[src/rtl/step_scheduler_pkg.sv]
// rtl/step_scheduler_pkg.sv - shared state/direction codes, grid size and direction helper for the step scheduler
package step_scheduler_pkg;

  typedef enum logic [1:0] {
    GS_RUNNING = 2'b00,
    GS_DIE     = 2'b01,
    GS_INITIAL = 2'b10
  } game_state_t;

  typedef enum logic [1:0] {
    DIR_UP    = 2'b00,
    DIR_DOWN  = 2'b01,
    DIR_RIGHT = 2'b10,
    DIR_LEFT  = 2'b11
  } dir_t;

  typedef enum logic [1:0] {
    ST_IDLE,
    ST_CALC,
    ST_SCAN,
    ST_COMMIT
  } sched_state_t;

  localparam int GRID_W = 32;
  localparam int GRID_H = 24;
  localparam int TICK_W = 25;

  function automatic dir_t opposite(input dir_t d);
    case (d)
      DIR_UP:    return DIR_DOWN;
      DIR_DOWN:  return DIR_UP;
      DIR_RIGHT: return DIR_LEFT;
      default:   return DIR_RIGHT;
    endcase
  endfunction

endpackage

[src/rtl/step_scheduler_if.sv]
// rtl/step_scheduler_if.sv - scheduler <-> snake datapath bus: body reads, head/food inputs, step commit
interface step_scheduler_if;
  import step_scheduler_pkg::*;

  logic [5:0] snake_length;
  logic [4:0] head_x;
  logic [4:0] head_y;
  logic [5:0] seg_idx;
  logic [4:0] seg_x;
  logic [4:0] seg_y;
  logic [4:0] food_x;
  logic [4:0] food_y;
  logic       step_valid;
  logic [4:0] next_x;
  logic [4:0] next_y;
  logic [1:0] step_dir;
  logic       get_food;

  modport master (
    input  snake_length, head_x, head_y, seg_x, seg_y, food_x, food_y,
    output seg_idx, step_valid, next_x, next_y, step_dir, get_food
  );

  modport slave (
    output snake_length, head_x, head_y, seg_x, seg_y, food_x, food_y,
    input  seg_idx, step_valid, next_x, next_y, step_dir, get_food
  );
endinterface

[src/rtl/step_scheduler_period_gen.sv]
// rtl/step_scheduler_period_gen.sv - length/slow dependent step period and move tick counter
module step_scheduler_period_gen
  import step_scheduler_pkg::*;
#(
  parameter int BASE_PERIOD = 12_500_000,
  parameter int MIN_PERIOD  = 2_500_000,
  parameter int SPEED_STEP  = 500_000
) (
  input  logic       clk,
  input  logic       rst,
  input  logic [5:0] snake_length,
  input  logic       slow,
  input  logic       pause,
  input  logic       enable,
  input  logic       clear,
  output logic       tick
);

  logic [TICK_W-1:0] count;
  logic [TICK_W-1:0] period;
  logic [31:0]       reduction;
  logic [31:0]       base_period;
  logic              advance;

  // Compare before subtracting so long snakes clamp to the floor instead of wrapping.
  always_comb begin
    reduction = 32'(snake_length >> 2) * 32'(SPEED_STEP);
    if (32'(BASE_PERIOD) >= reduction + 32'(MIN_PERIOD))
      base_period = 32'(BASE_PERIOD) - reduction;
    else
      base_period = 32'(MIN_PERIOD);
    period = slow ? TICK_W'(base_period << 1) : TICK_W'(base_period);
  end

  assign advance = enable && !pause;
  // >= so a period that shrinks under a running count still ticks promptly.
  assign tick    = advance && (count >= period - TICK_W'(1));

  always_ff @(posedge clk or negedge rst) begin
    if (!rst)
      count <= '0;
    else if (clear)
      count <= '0;
    else if (advance)
      count <= tick ? '0 : count + TICK_W'(1);
  end

endmodule

[src/rtl/step_scheduler.sv]
// rtl/step_scheduler.sv - snake move sequencer: tick, direction latch, next head, body scan, commit
// Optional WRAP_WALLS_EN: head wraps at the grid edge and hit_boundary stays 0.
module step_scheduler
  import step_scheduler_pkg::*;
#(
  parameter int BASE_PERIOD = 12_500_000,
  parameter int MIN_PERIOD  = 2_500_000,
  parameter int SPEED_STEP  = 500_000
) (
  input  logic                   clk,
  input  logic                   rst,
  input  logic [1:0]             game_state,
  input  logic                   pause,
  input  logic                   slow,
  input  logic [1:0]             next_direction,
  step_scheduler_if.master       sif,
  output logic                   hit_boundary,
  output logic                   hit_self,
  output logic                   busy
);

  localparam logic [4:0] X_MAX = 5'(GRID_W - 1);
  localparam logic [4:0] Y_MAX = 5'(GRID_H - 1);

  sched_state_t state, state_n;
  dir_t         dir_q, dir_pend, cand, new_dir;
  logic [4:0]   nx, ny, calc_x, calc_y;
  logic [5:0]   idx, last_q, calc_last;
  logic         grow_q, calc_grow, calc_empty, wall, boundary;
  logic         running, initial_st, tick;
  logic         set_bound, set_self, load_calc, seg_match;

  assign running    = (game_state == GS_RUNNING);
  assign initial_st = (game_state == GS_INITIAL);
  assign busy       = (state != ST_IDLE);
  assign seg_match  = (sif.seg_x == nx) && (sif.seg_y == ny);

  assign sif.next_x   = nx;
  assign sif.next_y   = ny;
  assign sif.step_dir = dir_q;

  step_scheduler_period_gen #(
    .BASE_PERIOD(BASE_PERIOD),
    .MIN_PERIOD (MIN_PERIOD),
    .SPEED_STEP (SPEED_STEP)
  ) u_period (
    .clk         (clk),
    .rst         (rst),
    .snake_length(sif.snake_length),
    .slow        (slow),
    .pause       (pause),
    .enable      (state == ST_IDLE && running),
    .clear       (initial_st),
    .tick        (tick)
  );

  // Next head; the edge cases pre-load the wrapped coordinate for the wrap build.
  always_comb begin
    cand    = dir_t'(next_direction);
    new_dir = (cand == opposite(dir_q)) ? dir_q : cand;
    calc_x  = sif.head_x;
    calc_y  = sif.head_y;
    wall    = 1'b0;
    case (new_dir)
      DIR_UP: begin
        if (sif.head_y == 5'd0) begin wall = 1'b1; calc_y = Y_MAX; end
        else calc_y = sif.head_y - 5'd1;
      end
      DIR_DOWN: begin
        if (sif.head_y == Y_MAX) begin wall = 1'b1; calc_y = 5'd0; end
        else calc_y = sif.head_y + 5'd1;
      end
      DIR_RIGHT: begin
        if (sif.head_x == X_MAX) begin wall = 1'b1; calc_x = 5'd0; end
        else calc_x = sif.head_x + 5'd1;
      end
      default: begin
        if (sif.head_x == 5'd0) begin wall = 1'b1; calc_x = X_MAX; end
        else calc_x = sif.head_x - 5'd1;
      end
    endcase
`ifdef WRAP_WALLS_EN
    boundary = 1'b0;
`else
    boundary = wall;
`endif
    calc_grow  = (calc_x == sif.food_x) && (calc_y == sif.food_y);
    // Without growth the tail cell is vacated this step, so it is not scanned.
    calc_last  = calc_grow ? sif.snake_length - 6'd1 : sif.snake_length - 6'd2;
    calc_empty = calc_grow ? (sif.snake_length < 6'd2) : (sif.snake_length < 6'd3);
  end

  always_ff @(posedge clk or negedge rst) begin
    if (!rst) state <= ST_IDLE;
    else      state <= state_n;
  end

  always_comb begin
    state_n        = state;
    sif.step_valid = 1'b0;
    sif.get_food   = 1'b0;
    sif.seg_idx    = '0;
    set_bound      = 1'b0;
    set_self       = 1'b0;
    load_calc      = 1'b0;
    if (state == ST_SCAN) sif.seg_idx = idx;
    if (!running) begin
      state_n = ST_IDLE;
    end else begin
      case (state)
        ST_IDLE: if (tick) state_n = ST_CALC;
        ST_CALC: begin
          load_calc = 1'b1;
          if (boundary) begin
            set_bound = 1'b1;
            state_n   = ST_IDLE;
          end else if (calc_empty) begin
            state_n = ST_COMMIT;
          end else begin
            state_n = ST_SCAN;
          end
        end
        ST_SCAN: begin
          if (seg_match) begin
            set_self = 1'b1;
            state_n  = ST_IDLE;
          end else if (idx == last_q) begin
            state_n = ST_COMMIT;
          end
        end
        default: begin
          sif.step_valid = 1'b1;
          sif.get_food   = grow_q;
          state_n        = ST_IDLE;
        end
      endcase
    end
  end

  always_ff @(posedge clk or negedge rst) begin
    if (!rst) begin
      dir_q        <= DIR_RIGHT;
      dir_pend     <= DIR_RIGHT;
      nx           <= '0;
      ny           <= '0;
      grow_q       <= 1'b0;
      last_q       <= '0;
      idx          <= '0;
      hit_boundary <= 1'b0;
      hit_self     <= 1'b0;
    end else begin
      if (load_calc) begin
        nx       <= calc_x;
        ny       <= calc_y;
        dir_pend <= new_dir;
        grow_q   <= calc_grow;
        last_q   <= calc_last;
        idx      <= 6'd1;
      end else if (state == ST_SCAN) begin
        idx <= idx + 6'd1;
      end
      if (initial_st) begin
        hit_boundary <= 1'b0;
        hit_self     <= 1'b0;
        dir_q        <= DIR_RIGHT;
      end else begin
        if (set_bound)      hit_boundary <= 1'b1;
        if (set_self)       hit_self     <= 1'b1;
        if (sif.step_valid) dir_q        <= dir_pend;
      end
    end
  end

endmodule

[src/flat_wrapper.sv]
// flat-port wrapper written by rule: the top's interface ports become plain ports
module step_scheduler_flat import step_scheduler_pkg::*;
#(
  parameter int BASE_PERIOD = 12_500_000,
  parameter int MIN_PERIOD  = 2_500_000,
  parameter int SPEED_STEP  = 500_000
)
  (clk, rst, game_state, pause, slow, next_direction, hit_boundary, hit_self, busy, sif_snake_length, sif_head_x, sif_head_y, sif_seg_x, sif_seg_y, sif_food_x, sif_food_y, sif_seg_idx, sif_step_valid, sif_next_x, sif_next_y, sif_step_dir, sif_get_food);
  step_scheduler_if sif_i ();
  input  logic clk;
  input  logic rst;
  input  logic [1:0] game_state;
  input  logic pause;
  input  logic slow;
  input  logic [1:0] next_direction;
  output logic hit_boundary;
  output logic hit_self;
  output logic busy;
  input wire logic [$bits(sif_i.snake_length)-1:0] sif_snake_length;
  input wire logic [$bits(sif_i.head_x)-1:0] sif_head_x;
  input wire logic [$bits(sif_i.head_y)-1:0] sif_head_y;
  input wire logic [$bits(sif_i.seg_x)-1:0] sif_seg_x;
  input wire logic [$bits(sif_i.seg_y)-1:0] sif_seg_y;
  input wire logic [$bits(sif_i.food_x)-1:0] sif_food_x;
  input wire logic [$bits(sif_i.food_y)-1:0] sif_food_y;
  output wire logic [$bits(sif_i.seg_idx)-1:0] sif_seg_idx;
  output wire logic [$bits(sif_i.step_valid)-1:0] sif_step_valid;
  output wire logic [$bits(sif_i.next_x)-1:0] sif_next_x;
  output wire logic [$bits(sif_i.next_y)-1:0] sif_next_y;
  output wire logic [$bits(sif_i.step_dir)-1:0] sif_step_dir;
  output wire logic [$bits(sif_i.get_food)-1:0] sif_get_food;
  assign sif_i.snake_length = sif_snake_length;
  assign sif_i.head_x = sif_head_x;
  assign sif_i.head_y = sif_head_y;
  assign sif_i.seg_x = sif_seg_x;
  assign sif_i.seg_y = sif_seg_y;
  assign sif_i.food_x = sif_food_x;
  assign sif_i.food_y = sif_food_y;
  assign sif_seg_idx = sif_i.seg_idx;
  assign sif_step_valid = sif_i.step_valid;
  assign sif_next_x = sif_i.next_x;
  assign sif_next_y = sif_i.next_y;
  assign sif_step_dir = sif_i.step_dir;
  assign sif_get_food = sif_i.get_food;
  step_scheduler #(.BASE_PERIOD(BASE_PERIOD), .MIN_PERIOD(MIN_PERIOD), .SPEED_STEP(SPEED_STEP)) u_core (.clk(clk), .rst(rst), .game_state(game_state), .pause(pause), .slow(slow), .next_direction(next_direction), .sif(sif_i), .hit_boundary(hit_boundary), .hit_self(hit_self), .busy(busy));
endmodule
[config.mk]
export PLATFORM = sky130hd
export DESIGN_NAME = step_scheduler_flat
export DESIGN_NICKNAME = d
export VERILOG_FILES = /design/src/rtl/step_scheduler_pkg.sv /design/src/rtl/step_scheduler_if.sv /design/src/rtl/step_scheduler_period_gen.sv /design/src/rtl/step_scheduler.sv /design/src/flat_wrapper.sv
export SDC_FILE = /design/constraint.sdc
export NUM_CORES = 1
export LEC_CHECK = 0
export ABC_CLOCK_PERIOD_IN_PS = 9600
export CAP_MARGIN = 20
export CORE_ASPECT_RATIO = 0.8
export CORE_MARGIN = 2
export CORE_UTILIZATION = 35
export DETAILED_ROUTE_END_ITERATION = 7
export SYNTH_ARGS = -nofsm -noshare
export SYNTH_HDL_FRONTEND = slang
export SYNTH_SLANG_ARGS = --single-unit
[constraint.sdc]
create_clock -name clk -period 9.6 [get_ports clk]
set_clock_uncertainty 0.2 [all_clocks]
set_input_delay 1.44 -clock clk [delete_from_list [all_inputs] [get_ports clk]]
set_output_delay 1.44 -clock clk [all_outputs]
set_load 0.01 [all_outputs]
==> results of run 1 <==
## area by class of cell
class                           count  area, µm²
Inverter                           32        120
Multi-Input combinational cell    684       4700
Timing Repair Buffer               85        818
Sequential cell                    56       1400
Clock inverter                      2       16.3
Clock buffer                        6        129
Fill cell                        1850      10500
Tap cell                          230        288
## how the worst max path moves through the flow
stage                        startpoint  cells after the start  slack (ns)                        end
global route        sif_snake_length[4]                     31        0.15  u_core.u_period.count[24]
floorplan           sif_snake_length[3]                     34        0.81  u_core.u_period.count[22]
CTS                 sif_snake_length[4]                     31        0.59  u_core.u_period.count[24]
global placement    sif_snake_length[4]                     31        0.42  u_core.u_period.count[24]
finish              sif_snake_length[4]                     31        0.67  u_core.u_period.count[24]
detailed placement  sif_snake_length[4]                     31        0.29  u_core.u_period.count[24]
## where the power goes
part / switching [mW] / internal [mW]
registers: 0.00284 / 0.238
logic: 0.238 / 0.162
clock network: 0.0904 / 0.0977
## kinds of logic (layout without fill, tap and decap cells)
logic type,after synthesis,after routing,share of synthesized area
DFF,56,56,0.220
adders and majority gates,64,64,0.132
and+or+nand+nor,315,315,0.254
muxes,14,14,0.0228
AOI/OAI and AO/OA,217,217,0.225
buffers and inverters,67,125,0.0434
xor gates and xnor gates,74,74,0.103
## state kept, by name (all words and copies together), names as in the netlist
name / cells
u_core.u_period.count: 25
u_core.state: 2
u_core.hit_self: 1
u_core.grow_q: 1
u_core.hit_boundary: 1
u_core.sif.next_x: 5
u_core.idx: 6
u_core.sif.next_y: 5
u_core.dir_pend: 2
u_core.last_q: 6
u_core.sif.step_dir: 2
## worst max-delay path: cells and delay by family
family,cells,cell delay [ns]
XOR/XNOR,2,0.58
AND/OR/NAND/NOR,6,0.97
adder cells (fa/ha/maj),5,1.90
buffers and inverters,5,1.26
AO/OA/AOI/OAI,13,2.81
## per-stage QoR
step	total power [mW]	setup slack, ns
finish	0.829	0.665
detailed placement	0.644	0.288
floorplan	0.539	0.815
CTS	0.832	0.590
global placement	0.642	0.419
global route	0.890	0.155
## metal layers
layer | GRT usage | vias up | routed length, µm
li1 | - | 3020 | -
met5 | 0 | - | 0
met3 | 0.0191 | 8 | 562
met4 | 0.0196 | 0 | 73
met1 | 0.290 | 2707 | 9300
met2 | 0.240 | 110 | 6660
## cells in the final DEF, fill, tap and decap left out, types with 10 or more instances in the layout
| cell type | synthesis | routed |
|---|---|---|
| a211oi_1 | 12 | 12 |
| a21o_1 | 13 | 13 |
| a21oi_1 | 25 | 25 |
| and2_1 | 16 | 16 |
| and3_1 | 17 | 17 |
| buf_4 | 2 | 18 |
| clkdlybuf4s50_1 | 0 | 65 |
| dfrtp_1 | 54 | 54 |
| ha_1 | 59 | 59 |
| inv_1 | 31 | 31 |
| mux2i_1 | 12 | 12 |
| nand2_1 | 89 | 89 |
| nand2b_1 | 16 | 16 |
| nand3_1 | 30 | 30 |
| nand4_1 | 16 | 16 |
| nor2_1 | 63 | 63 |
| nor2b_1 | 15 | 15 |
| nor3_1 | 10 | 10 |
| nor3b_1 | 10 | 10 |
| o21ai_0 | 83 | 83 |
| o31ai_1 | 14 | 14 |
| xnor2_1 | 46 | 46 |
| xor2_1 | 27 | 27 |
## what timing repair did
item,CTS,global route
hold buffers,0,0
setup buffers,0,2
endpoints found under the hold margin,0,0
setup endpoints to repair,0,16
==> run_results.csv, run 1 <==
group,metric,value,unit
run_status,status,"finished clean",
synthesis,seq_area_frac_synth,0.220,
clock_tree,cts_buffers,5,
final_layout,postLayoutCoreUtil,0.415,
critical_path,crit_fanout,21,
final_layout,drive_gt1_frac,0.0532,
floorplan,die_area,19300,µm²
critical_path,crit_required,9.64,ns
clock_tree,insertion_delay,0.30,ns
clock_tree,cts.sinks,56,
clock_tree,clk_path_buf_depth,2,
synthesis,ys_ff_latch,56,
worst_hold_path,min_from,"u_core.dir_pend[1]",
pwr,irDropWorstVdd,0.0586,mV
critical_path,reg2reg_from,"u_core.sif.step_dir[1]",
route,drt_iter0_drc,398,
critical_path,r2r_cells,11,
route,drc_errors,0,
worst_hold_path,min_delay_worst_endpoint,"u_core.dir_pend[1]",
critical_path,start_kind,"primary input",
placed_design,hpwlAfterDp,12.8,mm
final_layout,area_delta_synth_final,17.3,%
route,dr_total_vias,5845,
worst_hold_path,holdPathStages,2,
timing,tns,0,ns
global_routing,grt_pass1_vias,5248,
synthesis,yosysTopAreaCellShare,0.212,
timing,whs,0.274,ns
critical_path,cpMaxStageDelayCell,"clkdlybuf4s50_1",
route,viasPerCell,5.34,
critical_path,timing.rr.end,"u_core.state[0]",
floorplan,die_h,125,µm
floorplan,core_area,18000,µm²
global_routing,overflow,0,
critical_path,crit_top_cell,"a21o_1",
critical_path,max_stage_delay,0.59,ns
placed_design,gp_congestion,0.855,
timing,min_period,8.93,ns
worst_hold_path,hold_path_class,"reg -> reg",
synthesis,ys_top_cells_by_area,"dfrtp_1, ha_1, o21ai_0, xnor2_1, nand2_1",
global_routing,grtUsageTotal,0.173,
synthesis,syn_area,6370,µm²
timing,hold_viol_final,0,
timing,post-route-period-util,0.931,
clock_tree,post_cts_resized,0,
global_routing,antenna_found_initial,0,
final_layout,design_area,7470,µm²
synthesis,synth-edff-count,0,
critical_path,r2r_slack,5.61,ns
job,cap_violations,0,
timing,fmax,112,MHz
clock_tree,clkTransAtPathRegs,0.07,ns
critical_path,critPathKind,"in -> reg",
synthesis,synthCells,807,
synthesis,synth_nets,915,
synthesis,yosys.area.top_type,"dfrtp_1",
timing,rsz0062_at_grt,"false",
timing,relSlewSlack,0.385,
final_layout,num-nets-final,972,
synthesis,yosys-top-cells-count,"nand2_1, o21ai_0, nor2_1",
floorplan,row_count,44,
synthesis,syn_avg_cell_area,7.89,µm²
clock_tree,tritoncts,"built",
final_layout,final_cells,1095,
placed_design,placed_cells,1084,
timing,tightest_slew,0.911,ns
floorplan,initial_core_util,0.354,
timing,setup_viol_count_final,0,
synthesis,synthDistinctLibCells,74,
route,firstDrtPassIters,4,
clock_tree,root_buffer,"clkbuf_16",
timing,finalMaxSlewViolations,0,
global_routing,grt_start_max_net_pins,57,
clock_tree,htreeDepth,2,
final_layout,diodes,0,
synthesis,yosys_warnings,0,
critical_path,cp_data_arrival_time,8.98,ns
synthesis,ys.flop_type,"dfrtp_1",
floorplan,pin_count,67,
synthesis,async_flop_share,1.00,
placed_design,dpl_cell_area,7290,µm²
critical_path,crit_path_end_kind,"register",
route,post_drt_wl_per_cell,15.2,µm
route,drt_wl_total,16.6,mm
synthesis,yosysMostFrequentCell,"nand2_1",
pwr,power-per-cell-area,111,nW/µm²
route,antenna_left,0,
pwr,p_leak,3.14,nW
floorplan,die_x,155,µm
placed_design,port_buffers,66,
global_routing,grt_pass1_wl,27.9,mm
(Power assumes the default switching activity.)
==> run 2: changes to the inputs <==
--- a/config.mk
+++ b/config.mk
@@ -5,7 +5,6 @@
 export SDC_FILE = /design/constraint.sdc
 export NUM_CORES = 1
 export LEC_CHECK = 0
-export ABC_CLOCK_PERIOD_IN_PS = 9600
 export CAP_MARGIN = 20
 export CORE_ASPECT_RATIO = 0.8
 export CORE_MARGIN = 2
==> results of run 2 <==
No change in the layout: final DEF, timing and power equal those of run 1.
==> RTL change: new RTL, flow settings as in run 1 <==
The option `WRAP_WALLS_EN` is turned on by a define.
--- a/src/rtl/step_scheduler.sv
+++ b/src/rtl/step_scheduler.sv
@@ -1,5 +1,7 @@
 // rtl/step_scheduler.sv - snake move sequencer: tick, direction latch, next head, body scan, commit
 // Optional WRAP_WALLS_EN: head wraps at the grid edge and hit_boundary stays 0.
+`define WRAP_WALLS_EN
+
 module step_scheduler
   import step_scheduler_pkg::*;
 #(
Behaviour: same outputs for any inputs over 10 cycles, from zero or initial values and one cycle with rst low; that may be too few to reach the edited logic, so the function may still have changed.
==> RTL change against run 1 <==
  * Synthesized area up 0.69%
  * Die area grew 0.67%
  * Sequential cell count decreased by 1
  * Setup slack better by 340 ps
  * Wire length increased by 3.0%
  * Total power up 24%
  * Register-to-register slack worse by 70 ps
  * Cell area up 0.12%
  * Largest power group unchanged
==> RTL change: results (changes against run 1) <==
[run_status]
outcome=complete, no violations  ; unchanged

[sta]
tightestPinTransition_ps=1000  ; was 911.1 ps

[setup_path]
critical_path.endpoint=u_core.u_period.count[23]  ; was u_core.u_period.count[24]
ff2ff_path_depth=10  ; was 11
timing.critical_path.slowest_cell_delay_ps=560  ; was 590 ps
cp_top_family=adder cells  ; was compound AO/OA/AOI/OAI gates
critical_path.max_fanout=48  ; was 21
slowest_cell_on_the_critical_path=fa_1  ; was clkdlybuf4s50_1
critPathArrivalTime_ps=8620  ; was 8980 ps
regToRegSetupSlack_ps=5540  ; was 5610 ps

[synthesis]
xor_xnor_cell_area_share_of_the_yosys_netlist_pct=8.816  ; was 10.29%
synthMuxAreaShare_pct=3.764  ; was 2.278%
postSynthNetCount=898  ; was 915
postSynthAreaPerCell_um2=8.110  ; was 7.895 um2
ys_seq_area_share_pct=21.49  ; was 22.03%
synth_compound_area_share_pct=25.04  ; was 22.55%

[layout]
layout.clock.cell_area_share_pct=2.040  ; was 1.942%
layout.non_clock_buffers=80  ; was 85
fill_cells=1860  ; was 1850
drive_above_1_share_pct=8.166  ; was 5.318%
seq-cell-share_pct=18.43  ; was 18.78%
nNetsFinal=951  ; was 972
multi_input_gates=670  ; was 684
buf_share_pct=10.18  ; was 10.95%

[route]
drt-initial-drc-count=476  ; was 398
drt-total-wl_um=17100  ; was 16600 um
met2_wirelength_um=6783  ; was 6661 um
first_pass_iters=5  ; was 4
wire_per_inst_um=15.90  ; was 15.16 um
route.layer.met1.wl_um=9291  ; was 9300 um
met3WireLength_um=912  ; was 562 um

[place]
numPortBuffers=65  ; was 66
routabilityCongestion=0.8701  ; was 0.8549
place_inst=1067  ; was 1084

[power]
power.ir.vdd_worst_uv=78.13  ; was 58.61 uV
total_leakage_power_uw=0.003172  ; was 0.003138 uW

[clock_network]
tritoncts_num_sinks=55  ; was 56

[global_route]
grtUsageTotal_pct=17.85  ; was 17.35%
grt_start_max_net_pins=56  ; was 57
grt_util_met3_pct=1.248  ; was 1.914%
first_global_vias=5394  ; was 5248

RTL change: changes by cell type after synthesis, sizes merged, moves of 10 or more:
cell    change
a21oi      +20
a31oi      +19
nand2b     +11
nor2       -12
nor3       +10
o21ai      -31
RTL change: worst reg2reg max path, cell delays in order (launching register included):
cell and delay [ps]:
dfstp_2 610, mux2i_1 480, nor3_1 140, or4_1 520, a221oi_1 480, o2111ai_1 270, a2111oi_2 450, nand2_2 220
nand2_1 120, o211ai_1 160, a311oi_1 310
RTL change: worst min path at each step:
| stage | endpoint | slack, ps | depth (start not counted) |
|---|---|---|---|
| 5_1_grt | u_core.dir_pend[0] | 310 | 2 |
| 4_1_cts | u_core.sif.step_dir[0] | 300 | 2 |
| 3_5_place_dp | u_core.sif.step_dir[0] | 280 | 2 |
| 3_3_place_gp | u_core.sif.step_dir[0] | 260 | 2 |
| 6_report | u_core.sif.step_dir[0] | 290 | 2 |
| 2_1_floorplan | u_core.grow_q | 240 | 2 |
RTL change: stage by stage:
| step | util, % | hold slack [ps] | total power, uW | cell area, um2 | worst slack, ps |
|---|---|---|---|---|---|
| finish | 41.44 | 291.7 | 1026 | 7482 | 1002 |
| CTS | 41.37 | 295.3 | 1031 | 7471 | 766.2 |
| global placement | 40.53 | 264.0 | 833.7 | 7318 | 543.3 |
| detailed placement | 40.53 | 275.5 | 837.2 | 7318 | 461.9 |
| global route | 41.44 | 314.9 | 1111 | 7482 | 84.59 |
| floorplan | - | 241.8 | 673.3 | 6415 | 1097 |
RTL change: power groups by stage:
stage | Sequential (uW) | Combinational [uW] | Clock [uW]
detailed placement | 320 | 518 | 0
global placement | 319 | 515 | 0
CTS | 315 | 520 | 196
global route | 321 | 585 | 205
finish | 314 | 521 | 191
floorplan | 313 | 360 | 0
